===== src/rtl/stage5_ctrl_pkg.sv =====
// Shared encodings for the Stage5 multicycle controller: FSM states, opcodes
// and the datapath mux/ALU select codes.
package stage5_ctrl_pkg;

    typedef enum logic [3:0] {
        S_IDLE     = 4'd0,
        S_FETCH    = 4'd1,
        S_DECODE   = 4'd2,
        S_EXEC_R   = 4'd3,
        S_EXEC_I   = 4'd4,
        S_ALU_WB   = 4'd5,
        S_MEM_ADDR = 4'd6,
        S_MEM_RD   = 4'd7,
        S_MEM_WB   = 4'd8,
        S_MEM_WR   = 4'd9,
        S_BR_CMP   = 4'd10,
        S_BR_RES   = 4'd11,
        S_JUMP     = 4'd12,
        S_HALT     = 4'd13
    } state_t;

    localparam logic [3:0] OP_ADD  = 4'h0;
    localparam logic [3:0] OP_SUB  = 4'h1;
    localparam logic [3:0] OP_AND  = 4'h2;
    localparam logic [3:0] OP_OR   = 4'h3;
    localparam logic [3:0] OP_ADDI = 4'h4;
    localparam logic [3:0] OP_LW   = 4'h5;
    localparam logic [3:0] OP_SW   = 4'h6;
    localparam logic [3:0] OP_BEQ  = 4'h7;
    localparam logic [3:0] OP_BNE  = 4'h8;
    localparam logic [3:0] OP_JMP  = 4'h9;
    localparam logic [3:0] OP_HALT = 4'hF;

    localparam logic [1:0] ALU_ADD = 2'b00;
    localparam logic [1:0] ALU_AND = 2'b01;
    localparam logic [1:0] ALU_OR  = 2'b10;
    localparam logic [1:0] ALU_SUB = 2'b11;

    localparam logic [1:0] SRCA_MDR  = 2'b00;
    localparam logic [1:0] SRCA_IMM  = 2'b01;
    localparam logic [1:0] SRCA_PC   = 2'b10;
    localparam logic [1:0] SRCA_ZERO = 2'b11;

    localparam logic [1:0] SRCB_TWO  = 2'b00;
    localparam logic [1:0] SRCB_REG  = 2'b01;
    localparam logic [1:0] SRCB_IMM  = 2'b10;
    localparam logic [1:0] SRCB_ZERO = 2'b11;

    function automatic logic op_defined(input logic [3:0] op);
        return (op <= OP_JMP) || (op == OP_HALT);
    endfunction

    function automatic logic [1:0] r_alu_op(input logic [3:0] op);
        case (op)
            OP_SUB:  return ALU_SUB;
            OP_AND:  return ALU_AND;
            OP_OR:   return ALU_OR;
            default: return ALU_ADD;
        endcase
    endfunction

endpackage


===== src/rtl/stage5_ctrl_decode.sv =====
// Control-word decode: maps the current state (plus latched opcode, zero flag
// and mem_ready for the gated strobes) onto datapath enables and selects.
module stage5_ctrl_decode
    import stage5_ctrl_pkg::*;
(
    input  logic [3:0] state,
    input  logic [3:0] opcode,
    input  logic [3:0] op_reg,
    input  logic       sr_zero,
    input  logic       mem_ready,
    output logic       IRw,
    output logic       PCw,
    output logic       PCsrc,
    output logic       MemRead,
    output logic       MemWrite,
    output logic       IorD,
    output logic       MDRw,
    output logic       RegWrite,
    output logic       MemToReg,
    output logic [1:0] ALUsrcA,
    output logic [1:0] ALUsrcB,
    output logic [1:0] ALUop,
    output logic       ALU_in,
    output logic       SRw,
    output logic       illegal
);

    logic br_taken;

    assign br_taken = ((op_reg == OP_BEQ) && sr_zero) ||
                      ((op_reg == OP_BNE) && !sr_zero);

    always_comb begin
        IRw      = 1'b0;
        PCw      = 1'b0;
        PCsrc    = 1'b0;
        MemRead  = 1'b0;
        MemWrite = 1'b0;
        IorD     = 1'b0;
        MDRw     = 1'b0;
        RegWrite = 1'b0;
        MemToReg = 1'b0;
        ALUsrcA  = SRCA_MDR;
        ALUsrcB  = SRCB_TWO;
        ALUop    = ALU_ADD;
        ALU_in   = 1'b0;
        SRw      = 1'b0;
        illegal  = 1'b0;
        case (state_t'(state))
            S_FETCH: begin
                // IR/PC writes wait for the memory so PC+2 is taken only once
                MemRead = 1'b1;
                IRw     = mem_ready;
                PCw     = mem_ready;
                ALUsrcA = SRCA_PC;
                ALUsrcB = SRCB_TWO;
            end
            S_DECODE: begin
                ALUsrcA = SRCA_PC;
                ALUsrcB = SRCB_IMM;
                ALU_in  = 1'b1;
                illegal = !op_defined(opcode);
            end
            S_EXEC_R: begin
                ALUsrcA = SRCA_MDR;
                ALUsrcB = SRCB_REG;
                ALUop   = r_alu_op(op_reg);
                ALU_in  = 1'b1;
                SRw     = 1'b1;
            end
            S_EXEC_I, S_MEM_ADDR: begin
                ALUsrcA = SRCA_IMM;
                ALUsrcB = SRCB_REG;
                ALU_in  = 1'b1;
                SRw     = (state_t'(state) == S_EXEC_I);
            end
            S_ALU_WB: RegWrite = 1'b1;
            S_MEM_RD: begin
                MemRead = 1'b1;
                IorD    = 1'b1;
                MDRw    = mem_ready;
            end
            S_MEM_WB: begin
                RegWrite = 1'b1;
                MemToReg = 1'b1;
            end
            S_MEM_WR: begin
                MemWrite = 1'b1;
                IorD     = 1'b1;
            end
            S_BR_CMP: begin
                // ALU_in stays low so the target computed in decode survives
                ALUsrcA = SRCA_MDR;
                ALUsrcB = SRCB_REG;
                ALUop   = ALU_SUB;
                SRw     = 1'b1;
            end
            S_BR_RES: PCw = br_taken;
            S_JUMP: begin
                PCw   = 1'b1;
                PCsrc = 1'b1;
            end
            default: ;
        endcase
    end

endmodule


===== src/rtl/stage5_ctrl_fsm.sv =====
// Multicycle control FSM for the Stage5 datapath: holds the state and the
// opcode latched in decode; all outputs come from stage5_ctrl_decode.
module stage5_ctrl_fsm
    import stage5_ctrl_pkg::*;
#(
    parameter int OPW             = 4,
    parameter bit HALT_ON_ILLEGAL = 1'b0
) (
    input  logic           CLK,
    input  logic           reset,
    input  logic [OPW-1:0] opcode,
    input  logic [1:0]     SRout,
    input  logic           mem_ready,
    output logic           IRw,
    output logic           PCw,
    output logic           PCsrc,
    output logic           MemRead,
    output logic           MemWrite,
    output logic           IorD,
    output logic           MDRw,
    output logic           RegWrite,
    output logic           MemToReg,
    output logic [1:0]     ALUsrcA,
    output logic [1:0]     ALUsrcB,
    output logic [1:0]     ALUop,
    output logic           ALU_in,
    output logic           SRw,
    output logic           illegal,
    output logic [3:0]     state_dbg
);

    state_t     state_reg;
    logic [3:0] op_reg;
    logic [3:0] op_now;
    logic       sr_neg_unused;

    assign op_now        = 4'(opcode);
    assign sr_neg_unused = SRout[0];
    assign state_dbg     = state_reg;

    always_ff @(posedge CLK or posedge reset) begin
        if (reset) begin
            state_reg <= S_IDLE;
            op_reg    <= '0;
        end else begin
            case (state_reg)
                S_IDLE:  state_reg <= S_FETCH;
                S_FETCH: if (mem_ready) state_reg <= S_DECODE;
                S_DECODE: begin
                    op_reg <= op_now;
                    case (op_now)
                        OP_ADD, OP_SUB, OP_AND, OP_OR: state_reg <= S_EXEC_R;
                        OP_ADDI:        state_reg <= S_EXEC_I;
                        OP_LW, OP_SW:   state_reg <= S_MEM_ADDR;
                        OP_BEQ, OP_BNE: state_reg <= S_BR_CMP;
                        OP_JMP:         state_reg <= S_JUMP;
                        OP_HALT:        state_reg <= S_HALT;
                        default: begin
                            if (HALT_ON_ILLEGAL) state_reg <= S_HALT;
                            else                 state_reg <= S_FETCH;
                        end
                    endcase
                end
                S_EXEC_R, S_EXEC_I: state_reg <= S_ALU_WB;
                S_ALU_WB:           state_reg <= S_FETCH;
                S_MEM_ADDR: begin
                    if (op_reg == OP_SW) state_reg <= S_MEM_WR;
                    else                 state_reg <= S_MEM_RD;
                end
                S_MEM_RD: if (mem_ready) state_reg <= S_MEM_WB;
                S_MEM_WB:           state_reg <= S_FETCH;
                S_MEM_WR: if (mem_ready) state_reg <= S_FETCH;
                S_BR_CMP:           state_reg <= S_BR_RES;
                S_BR_RES, S_JUMP:   state_reg <= S_FETCH;
                S_HALT:             state_reg <= S_HALT;
                default:            state_reg <= S_IDLE;
            endcase
        end
    end

    stage5_ctrl_decode u_decode (
        .state     (state_reg),
        .opcode    (op_now),
        .op_reg    (op_reg),
        .sr_zero   (SRout[1]),
        .mem_ready (mem_ready),
        .IRw       (IRw),
        .PCw       (PCw),
        .PCsrc     (PCsrc),
        .MemRead   (MemRead),
        .MemWrite  (MemWrite),
        .IorD      (IorD),
        .MDRw      (MDRw),
        .RegWrite  (RegWrite),
        .MemToReg  (MemToReg),
        .ALUsrcA   (ALUsrcA),
        .ALUsrcB   (ALUsrcB),
        .ALUop     (ALUop),
        .ALU_in    (ALU_in),
        .SRw       (SRw),
        .illegal   (illegal)
    );

endmodule


===== config.mk =====
export PLATFORM = sky130hd
export DESIGN_NAME = stage5_ctrl_fsm
export DESIGN_NICKNAME = d
export VERILOG_FILES = /design/src/rtl/stage5_ctrl_pkg.sv /design/src/rtl/stage5_ctrl_decode.sv /design/src/rtl/stage5_ctrl_fsm.sv
export SDC_FILE = /design/constraint.sdc
export NUM_CORES = 1
export LEC_CHECK = 0
export CORE_MARGIN = 8
export CORE_UTILIZATION = 30
export CTS_CLUSTER_SIZE = 10
export DETAILED_ROUTE_END_ITERATION = 8
export GPL_ROUTABILITY_DRIVEN = 0
export SYNTH_ARGS = -nofsm -noshare
export SYNTH_HDL_FRONTEND = slang
export SYNTH_HIERARCHICAL = 1
export SYNTH_SLANG_ARGS = --single-unit

===== constraint.sdc =====
create_clock -name CLK -period 3.55 [get_ports CLK]
set_input_delay 0.355 -clock CLK [delete_from_list [all_inputs] [get_ports CLK]]
set_output_delay 0.355 -clock CLK [all_outputs]
set_load 0.05 [all_outputs]

==> Word level (Yosys, flattened, before mapping) <==
Cells that the tools add are included.
{ "totals": {"register_bits": 8, "latchBits": 0, "ram_bits": 0, "mem_bits_ro": 0, "in_bits": 9, "output_inout_bits": 22, "elab_cells": 79, "memories": 0} }
{ "op_classes": {"addsub": 0, "multipliers": 0, "div_mod_pow": 0, "n_lt_le_gt_ge": 1, "eq_ne": 32, "shift": 0, "n_mux": 22, "bitwise_logic": 0, "n_reduce_logical": 22} }
{ "ops": {"columns": ["operator", "count"], "rows": [
  ["$eq A4 B3 Y1 const B", 10],
  ["$eq A4 B4 Y1 const B", 10],
  ["$pmux W4 S9", 1],
  ["$eq A4 B2 Y1 const B", 6],
  ["$pmux W4 S6", 1],
  ["$reduce_or A2 Y1", 9],
  ["$mux W4", 4],
  ["$eq A4 B1 Y1 const B", 3],
  ["$pmux W2 S2", 3],
  ["$reduce_or A4 Y1", 3],
  ["$mux W1", 10],
  ["$logic_not A4 Y1", 2],
  ["$ne A2 B2 Y1 const B", 3],
  ["$pmux W2 S3", 1],
  ["$reduce_or A5 Y1", 1],
  ["$le A4 B4 Y1 const B", 1],
  ["$pmux W1 S3", 1],
  ["$reduce_and A3 Y1", 1],
  ["$logic_and A1 B1 Y1", 2],
  ["$logic_not A1 Y1", 2],
  ["$logic_or A1 B1 Y1", 2],
  ["$pmux W1 S2", 1]
]} }

==> Logic depth before layout (Yosys ltp) <==
Gate-level depths: netlist of run 1.
{ "depth": {"word_depth": 4, "depth_mapped": 5, "depth_no_buf": 4} }

==> By module <==
The synthesis of run 1 kept the hierarchy.
{ "by_module_without_submodules": {"columns": ["module", "n_inst", "cells_each", "area_each_um2", "seq_area_each_um2"], "rows": [
  ["stage5_ctrl_fsm", 1, 59, 531.8, 200.2],
  ["stage5_ctrl_decode", 1, 48, 400.4, 0.0]
]} }

==> Least setup slack after synthesis of run 1 <==
Ideal clock, no wire load.
{ "synth_timing": {"path_kind": "register to output", "start": "register state_reg[0], in the netlist state_dbg[0]", "end": "output MemRead", "t_arrival_ns": 2.229, "t_required_ns": 3.195, "slack_ns": 0.966, "path_stages_with_launch": 4, "path_buffers": 2, "path_cell_list": "dfrtp_1 buf_6 buf_2 nor3b_1"} }
{ "synth_via": {"elab_chain_len": 3, "elab_cells_between_ends": 4, "cone_classes": "2 x eq/ne; 1 x mux; 1 x reduce/logical"} }
{ "synth_lines": {"columns": ["element", "line_no", "rtl"], "rows": [
  ["from (decl)", "stage5_ctrl_fsm.sv:32", "state_t state_reg;"],
  ["from (signal assigned)", "stage5_ctrl_fsm.sv:43", "state_reg <= S_IDLE;"],
  ["from (signal assigned)", "stage5_ctrl_fsm.sv:47", "S_IDLE: state_reg <= S_FETCH;"],
  ["from (signal assigned)", "stage5_ctrl_fsm.sv:48", "S_FETCH: if (mem_ready) state_reg <= S_DECODE;"],
  ["$eq A4 B3 Y1 / $eq A4 B1 Y1 (equally long branches)", "stage5_ctrl_decode.sv:49", "case (state_t'(state))"],
  ["$reduce_or A2 Y1 (no line) (*)", null, null],
  ["$mux W1 (*)", "stage5_ctrl_decode.sv:49", null],
  ["to (decl)", "stage5_ctrl_fsm.sv:17", "output logic MemRead,"]
]} }
Every way passes the cells marked *; elsewhere a longest branch is shown, timed or not.

==> Worst setup path in the final report of run 1 <==
{ "layout_timing": {"start": "register state_reg[0], in the netlist state_dbg[0]", "end": "output PCw"} }
{ "layout_via": {"elab_chain_len": 2, "elab_cells_between_ends": 4, "cone_classes": "3 x eq/ne; 1 x mux"} }
{ "layout_lines": {"columns": ["element", "line_no", "rtl"], "rows": [
  ["$eq A4 B4 Y1 / $eq A4 B1 Y1 (equally long branches)", "stage5_ctrl_decode.sv:49", null],
  ["$pmux W1 S3 (*)", "stage5_ctrl_decode.sv:49", null],
  ["to (decl)", "stage5_ctrl_fsm.sv:15", "output logic PCw,"]
]} }
Marked as above.

==> results of run 1 <==
## cell families after synthesis
group,Yosys count,synth area share (%)
muxes,7,8.053
AOI/OAI and AO/OA,28,21.34
and+or+nand+nor,49,36.91
buffers and inverters,11,8.456
xor gates and xnor gates,4,3.759
DFF,8,21.48
## cell type report
cell class | count | area (sq um)
Tap cell | 33 | 41.29
Multi-Input combinational cell | 88 | 653.1
Sequential cell | 8 | 200.2
Timing Repair Buffer | 30 | 297.8
Fill cell | 328 | 1780
Clock buffer | 3 | 22.52
Inverter | 2 | 7.507
## synth_stat cells, types with 2 or more instances
cell,instances
nor3b_1,2
xor2_1,3
nand3_1,3
nor2b_1,3
nand4_1,2
nand2_1,5
buf_6,3
o21ai_1,3
a21oi_1,4
nor2_1,9
inv_1,2
nand2b_1,4
clkbuf_1,3
mux2i_1,3
and3_1,2
o21ai_0,6
nor3_1,2
dfrtp_1,8
mux2_2,4
nand2b_4,2
a211oi_1,2
o211ai_1,2
## stage by stage
stage,std cells,cell area (sq um),utilization [%]
2_1_floorplan,107,932.1,-
3_3_place_gp,161,1200,39.96
3_5_place_dp,161,1200,39.96
4_1_cts,164,1222,40.71
5_1_grt,164,1222,40.71
6_report,164,1222,40.71
## power by group
group / leakage (nW) / internal, W / switching (W)
Clock: 0.0138 / 0.0000386 / 0.0000304
Sequential: 0.0982 / 0.000128 / 0.000160
Combinational: 0.334 / 0.000328 / 0.000475
## layer usage
layer,vias up,track usage (%)
li1,449,-
met1,425,11.53
met2,35,14.27
met3,5,3.208
met4,0,7.483
met5,-,0
## final timing paths
kind                       cells after the start                       end                startpoint
hold reg to reg                                1     op_reg[1]$_DFFE_PP0P_     op_reg[1]$_DFFE_PP0P_
max in group asynchronous                      2     op_reg[0]$_DFFE_PP0P_                     reset
min in group CLK                               1     op_reg[1]$_DFFE_PP0P_     op_reg[1]$_DFFE_PP0P_
setup / recovery                               4                       PCw  state_dbg[0]$_DFFE_PP0P_
hold / removal                                 2  state_dbg[2]$_DFFE_PP0P_                     reset
setup reg to reg                               3     op_reg[3]$_DFFE_PP0P_  state_dbg[1]$_DFFE_PP0P_
## worst max-delay path, delay by kind of cell (launching register included)
family                 cells  cell delay, ns
AND/OR/NAND/NOR            1            0.34
AO/OA/AOI/OAI              2            0.27
flip-flops                 1            0.95
buffers and inverters      1            0.71
==> flow_summary.toml, run 1 <==
[clocking]
cts-hold-fix-buffers = 0
insertion_delay_ns = 0.26
cts.sinks = 8
cts_buffer_depth = 2
cts.clk_slew.worst_paths_ns = 0.05
post_cts_resize_count = 0
cts_made_buffers = 3
cts_tree = "yes"
htree_num_levels = 1
cts-root-buf = "clkbuf_4"
post-cts-setup-buffer-count = 0

[die]
dieArea_sq_um = 5147
core.rowCount = 20
initial_utilization_pct = 31.04
num_io_pins = 31
core-area_sq_um = 3003
die_x_um = 71.74
fp.dieH_um = 71.74

[sta]
fin_crit_sh_pct = 81.59
setup_tns_ns = 0
relSlewSlack_pct = 37.83
slew_violations = 0
setup_ws_ns = 0.6536
layout_min_cycle_time_ns = 2.896
fmax_ghz = 0.3453
worstMarginPinSlew_ns = 0.9325
setup_violations = 0
finalHoldViolCount = 0
finalClockSkew_ns = 0.005919
holdWs_ns = 0.3378
rsz0062_at_grt = "false"

[place]
dp_hpwl_um = 1766
pre_cts_ws_ns = 0.9519
port_buffers = 29

[setup_path]
rrSetupSlack_ns = 1.66
criticalPathCategory = "register to primary output"
slowest_delay_ns = 0.95
required_ns = 3.19
cp_data_arrival_time_ns = 2.54
crit_chain = "and4bb_4 > a31oi_2 > o31ai_2 > clkdlybuf4s50_1"
critPathSlowestCell = "dfrtp_1"
critPathCaptureType = "primary output"
crit_fanout = 31
cp-start-kind = "register"

[logic_synthesis]
synthTopCellsByArea = "dfrtp_1 (21%), mux2_2 (4.8%), nor2_1 (3.6%), buf_6 (3.6%), mux2i_1 (3.2%)"
syn_avg_cell_area_sq_um = 8.712
synth_nets = 116
synth_top_area_share_pct = 21.48
syn_area_sq_um = 932.1
ys_warn_count = 6
synth_area_leader_cell = "dfrtp_1"
ys_types = 52
synth-seq-area-share_pct = 21.48
ys_ff_latch = 8
syn_inst = 107
synth_edf_count = 0
synth_ff_type = "dfrtp_1"
async_reset_ff_share_pct = 100.0

[layout]
syn2layout_area_growth_pct = 31.14
final_layout_size_suffix_gt1_share_pct = 15.27
nets = 142
final_common_cell = "clkdlybuf4s50_1"
antenna_cells = 0
layout.cells.most_common_list = "clkdlybuf4s50_1 (29), nor2_1 (9), dfrtp_1 (8), o21ai_0 (6), nand2_1 (5)"

[worst_hold_path]
hold_path_class = "input port to async pin"

[grt]
grt_pass1_wl_um = 4050
grt_max_degree = 32
antenna_found_initial = 0
grt-ovfl-total = 0
grt_util_all_layers_pct = 9.779
grt_pass1_vias = 857

[drt]
vias = 914
wl_met3_um = 197
viasPerCell = 5.573
drt_iter0_markers = 59
wire_per_inst_um = 14.76
top_layer_used = "met4"
wl_met2_um = 1026
first_pass_iters = 4
ant_nets = 0
drc = 0
routed_wl_um = 2421
wl_met1_um = 1127

[run]
max-cap-violations = 0

[power]
p_leak_nw = 0.4463
power.density_nw_per_um2 = 948.6
worst_ir_drop_vdd_mv = 0.3042
p_total_w = 0.001160

[outcome]
status = "finished, final reports clean"
(Power assumes the default switching activity.)
==> run 2: changes to the inputs <==
==> constraint.sdc (replaced) <==
create_clock -name CLK -period 2.6 [get_ports CLK]
set_input_delay 0.26 -clock CLK [delete_from_list [all_inputs] [get_ports CLK]]
set_output_delay 0.26 -clock CLK [all_outputs]
set_load 0.05 [all_outputs]
==> run 2 against run 1 <==
Effect of this change: global-route usage is essentially flat; non-clock buffer count grew 4; critical path depth shrank 1; sequential share of layout area increased by 0.14 points; critical path type unchanged; largest cell class unchanged; highest routed layer unchanged.
==> flow_summary.toml, run 2 (synthesis results as in run 1) <==
[layout]
final_common_cell = "buf_4"
layout.cells.most_common_list = "buf_4 (21), clkdlybuf4s50_1 (13), nor2_1 (9), dfrtp_1 (8), o21ai_0 (6)"
seq_area_sq_um = 200.2
final_layout_size_suffix_gt1_share_pct = 29.63
multi_input_area_sq_um = 653.1
antenna_cells = 0
syn2layout_area_growth_pct = 30.07
fin_util_pct = 40.38
n_fill_cell = 310
nets = 146

[sta]
worstMarginPinSlew_ns = 0.5110
fmax_ghz = 0.4492
rsz0062_at_grt = "false"
setup_ws_ns = 0.3738
finalClockSkew_ns = 0.003079
slew_violations = 0
setup_tns_ns = 0
fin_crit_sh_pct = 85.62
holdWs_ns = 0.2530
relSlewSlack_pct = 65.83
layout_min_cycle_time_ns = 2.226
finalHoldViolCount = 0
setup_violations = 0

[drt]
first_pass_iters = 4
routed_wl_um = 2463
wire_per_inst_um = 14.66
vias = 922
drc = 0
drt_iter0_markers = 78
ant_nets = 0
viasPerCell = 5.488

[power]
power.density_nw_per_um2 = 1313
worst_ir_drop_vdd_mv = 0.3732
p_leak_nw = 0.4938

[clocking]
cts_buffer_depth = 2
cts_made_buffers = 3
cts-root-buf = "clkbuf_4"
cts-hold-fix-buffers = 0
post_cts_resize_count = 0
post-cts-setup-buffer-count = 0
cts_tree = "yes"
htree_num_levels = 1
cts.clk_slew.worst_paths_ns = 0.05
insertion_delay_ns = 0.25
cts.sinks = 8

[die]
num_io_pins = 31
fp.dieH_um = 71.74
core-area_sq_um = 3003
dieArea_sq_um = 5147
die_x_um = 71.74
core.rowCount = 20
initial_utilization_pct = 31.04

[outcome]
status = "finished, final reports clean"

[grt]
grt-ovfl-total = 0
grt_max_degree = 19
grt_pass1_vias = 840
grt_util_all_layers_pct = 9.776
grt_pass1_wl_um = 4091
antenna_found_initial = 0

[worst_hold_path]
hold_path_class = "input port to async pin"

[place]
pre_cts_ws_ns = 0.6365
dp_hpwl_um = 1892
port_buffers = 29

[setup_path]
criticalPathCategory = "register to primary output"
slowest_delay_ns = 0.86
reg2reg_from = "state_dbg[3]$_DFFE_PP0P_"
cp_data_arrival_time_ns = 1.97
crit_chain = "nor2_1 > a211oi_1 > clkdlybuf4s50_1"
crit_start = "state_dbg[1]$_DFFE_PP0P_"
crit_fanout = 13
required_ns = 2.34
critPathCaptureType = "primary output"
cp-start-kind = "register"
critPathSlowestCell = "clkdlybuf4s50_1"

[run]
max-cap-violations = 0
-- run 2: cell types whose count changed in the layout (fill, tap and decap cells not counted) --
cell / change
buf_4: +20
clkdlybuf4s50_1: -16
-- run 2: metrics by stage --
| stage | total power, W | cells | cell area, sq um |
|---|---|---|---|
| after floorplan | 0.001213 | 107 | 932.1 |
| after global placement | 0.001492 | 165 | 1190 |
| after detailed placement | 0.001512 | 165 | 1190 |
| after CTS | 0.001608 | 168 | 1212 |
| after global routing | 0.001705 | 168 | 1212 |
| final | 0.001592 | 168 | 1212 |
-- run 2: layer usage --
metal	wire length [um]	vias to the layer above	track usage, %
met2	1117	31	14.98
met5	0	-	0
met4	36	0	6.122
met1	1116	432	12.01
met3	193	2	2.232
li1	-	457	-
-- run 2: final cells by class --
cell class	instances	area share (%)
tap	33	3.406
multi-input combinational	88	53.87
timing repair buffer	34	23.74
clock buffer	3	1.858
inverter	2	0.6192
sequential	8	16.51
-- run 2: path summary, 6_finish.rpt --
path / end / slack [ns] / depth (start not counted)
worst max-delay path: ALU_in / 0.37 / 3
worst min-delay path: state_dbg[2]$_DFFE_PP0P_ / 0.25 / 2
worst max register to register: op_reg[3]$_DFFE_PP0P_ / 0.91 / 4
worst min register to register: op_reg[1]$_DFFE_PP0P_ / 0.62 / 1
max in group asynchronous: op_reg[2]$_DFFE_PP0P_ / 2.12 / 2
min in group CLK: op_reg[1]$_DFFE_PP0P_ / 0.62 / 1
-- run 2: power breakdown --
group	leakage, nW	switching (W)	internal [W]
clock	0.0138	0.0000389	0.0000526
sequential	0.0982	0.000109	0.000178
combinational	0.382	0.000765	0.000449
-- run 2: critical path: cells and delay by family (launching register included) --
family	cells	cell delay, ns
AO/OA/AOI/OAI	1	0.20
buffers and inverters	1	0.86
flip-flops	1	0.56
AND/OR/NAND/NOR	1	0.09
==> run 3: changes to the inputs <==
--- a/config.mk
+++ b/config.mk
@@ -5,11 +5,13 @@
 export SDC_FILE = /design/constraint.sdc
 export NUM_CORES = 1
 export LEC_CHECK = 0
+export ABC_CLOCK_PERIOD_IN_PS = 2600
 export CORE_MARGIN = 8
 export CORE_UTILIZATION = 30
 export CTS_CLUSTER_SIZE = 10
 export DETAILED_ROUTE_END_ITERATION = 8
 export GPL_ROUTABILITY_DRIVEN = 0
+export SLEW_MARGIN = 30
 export SYNTH_ARGS = -nofsm -noshare
 export SYNTH_HDL_FRONTEND = slang
 export SYNTH_HIERARCHICAL = 1
==> results of run 3 <==
The final DEF is identical to that of run 2; final timing and power are the same.
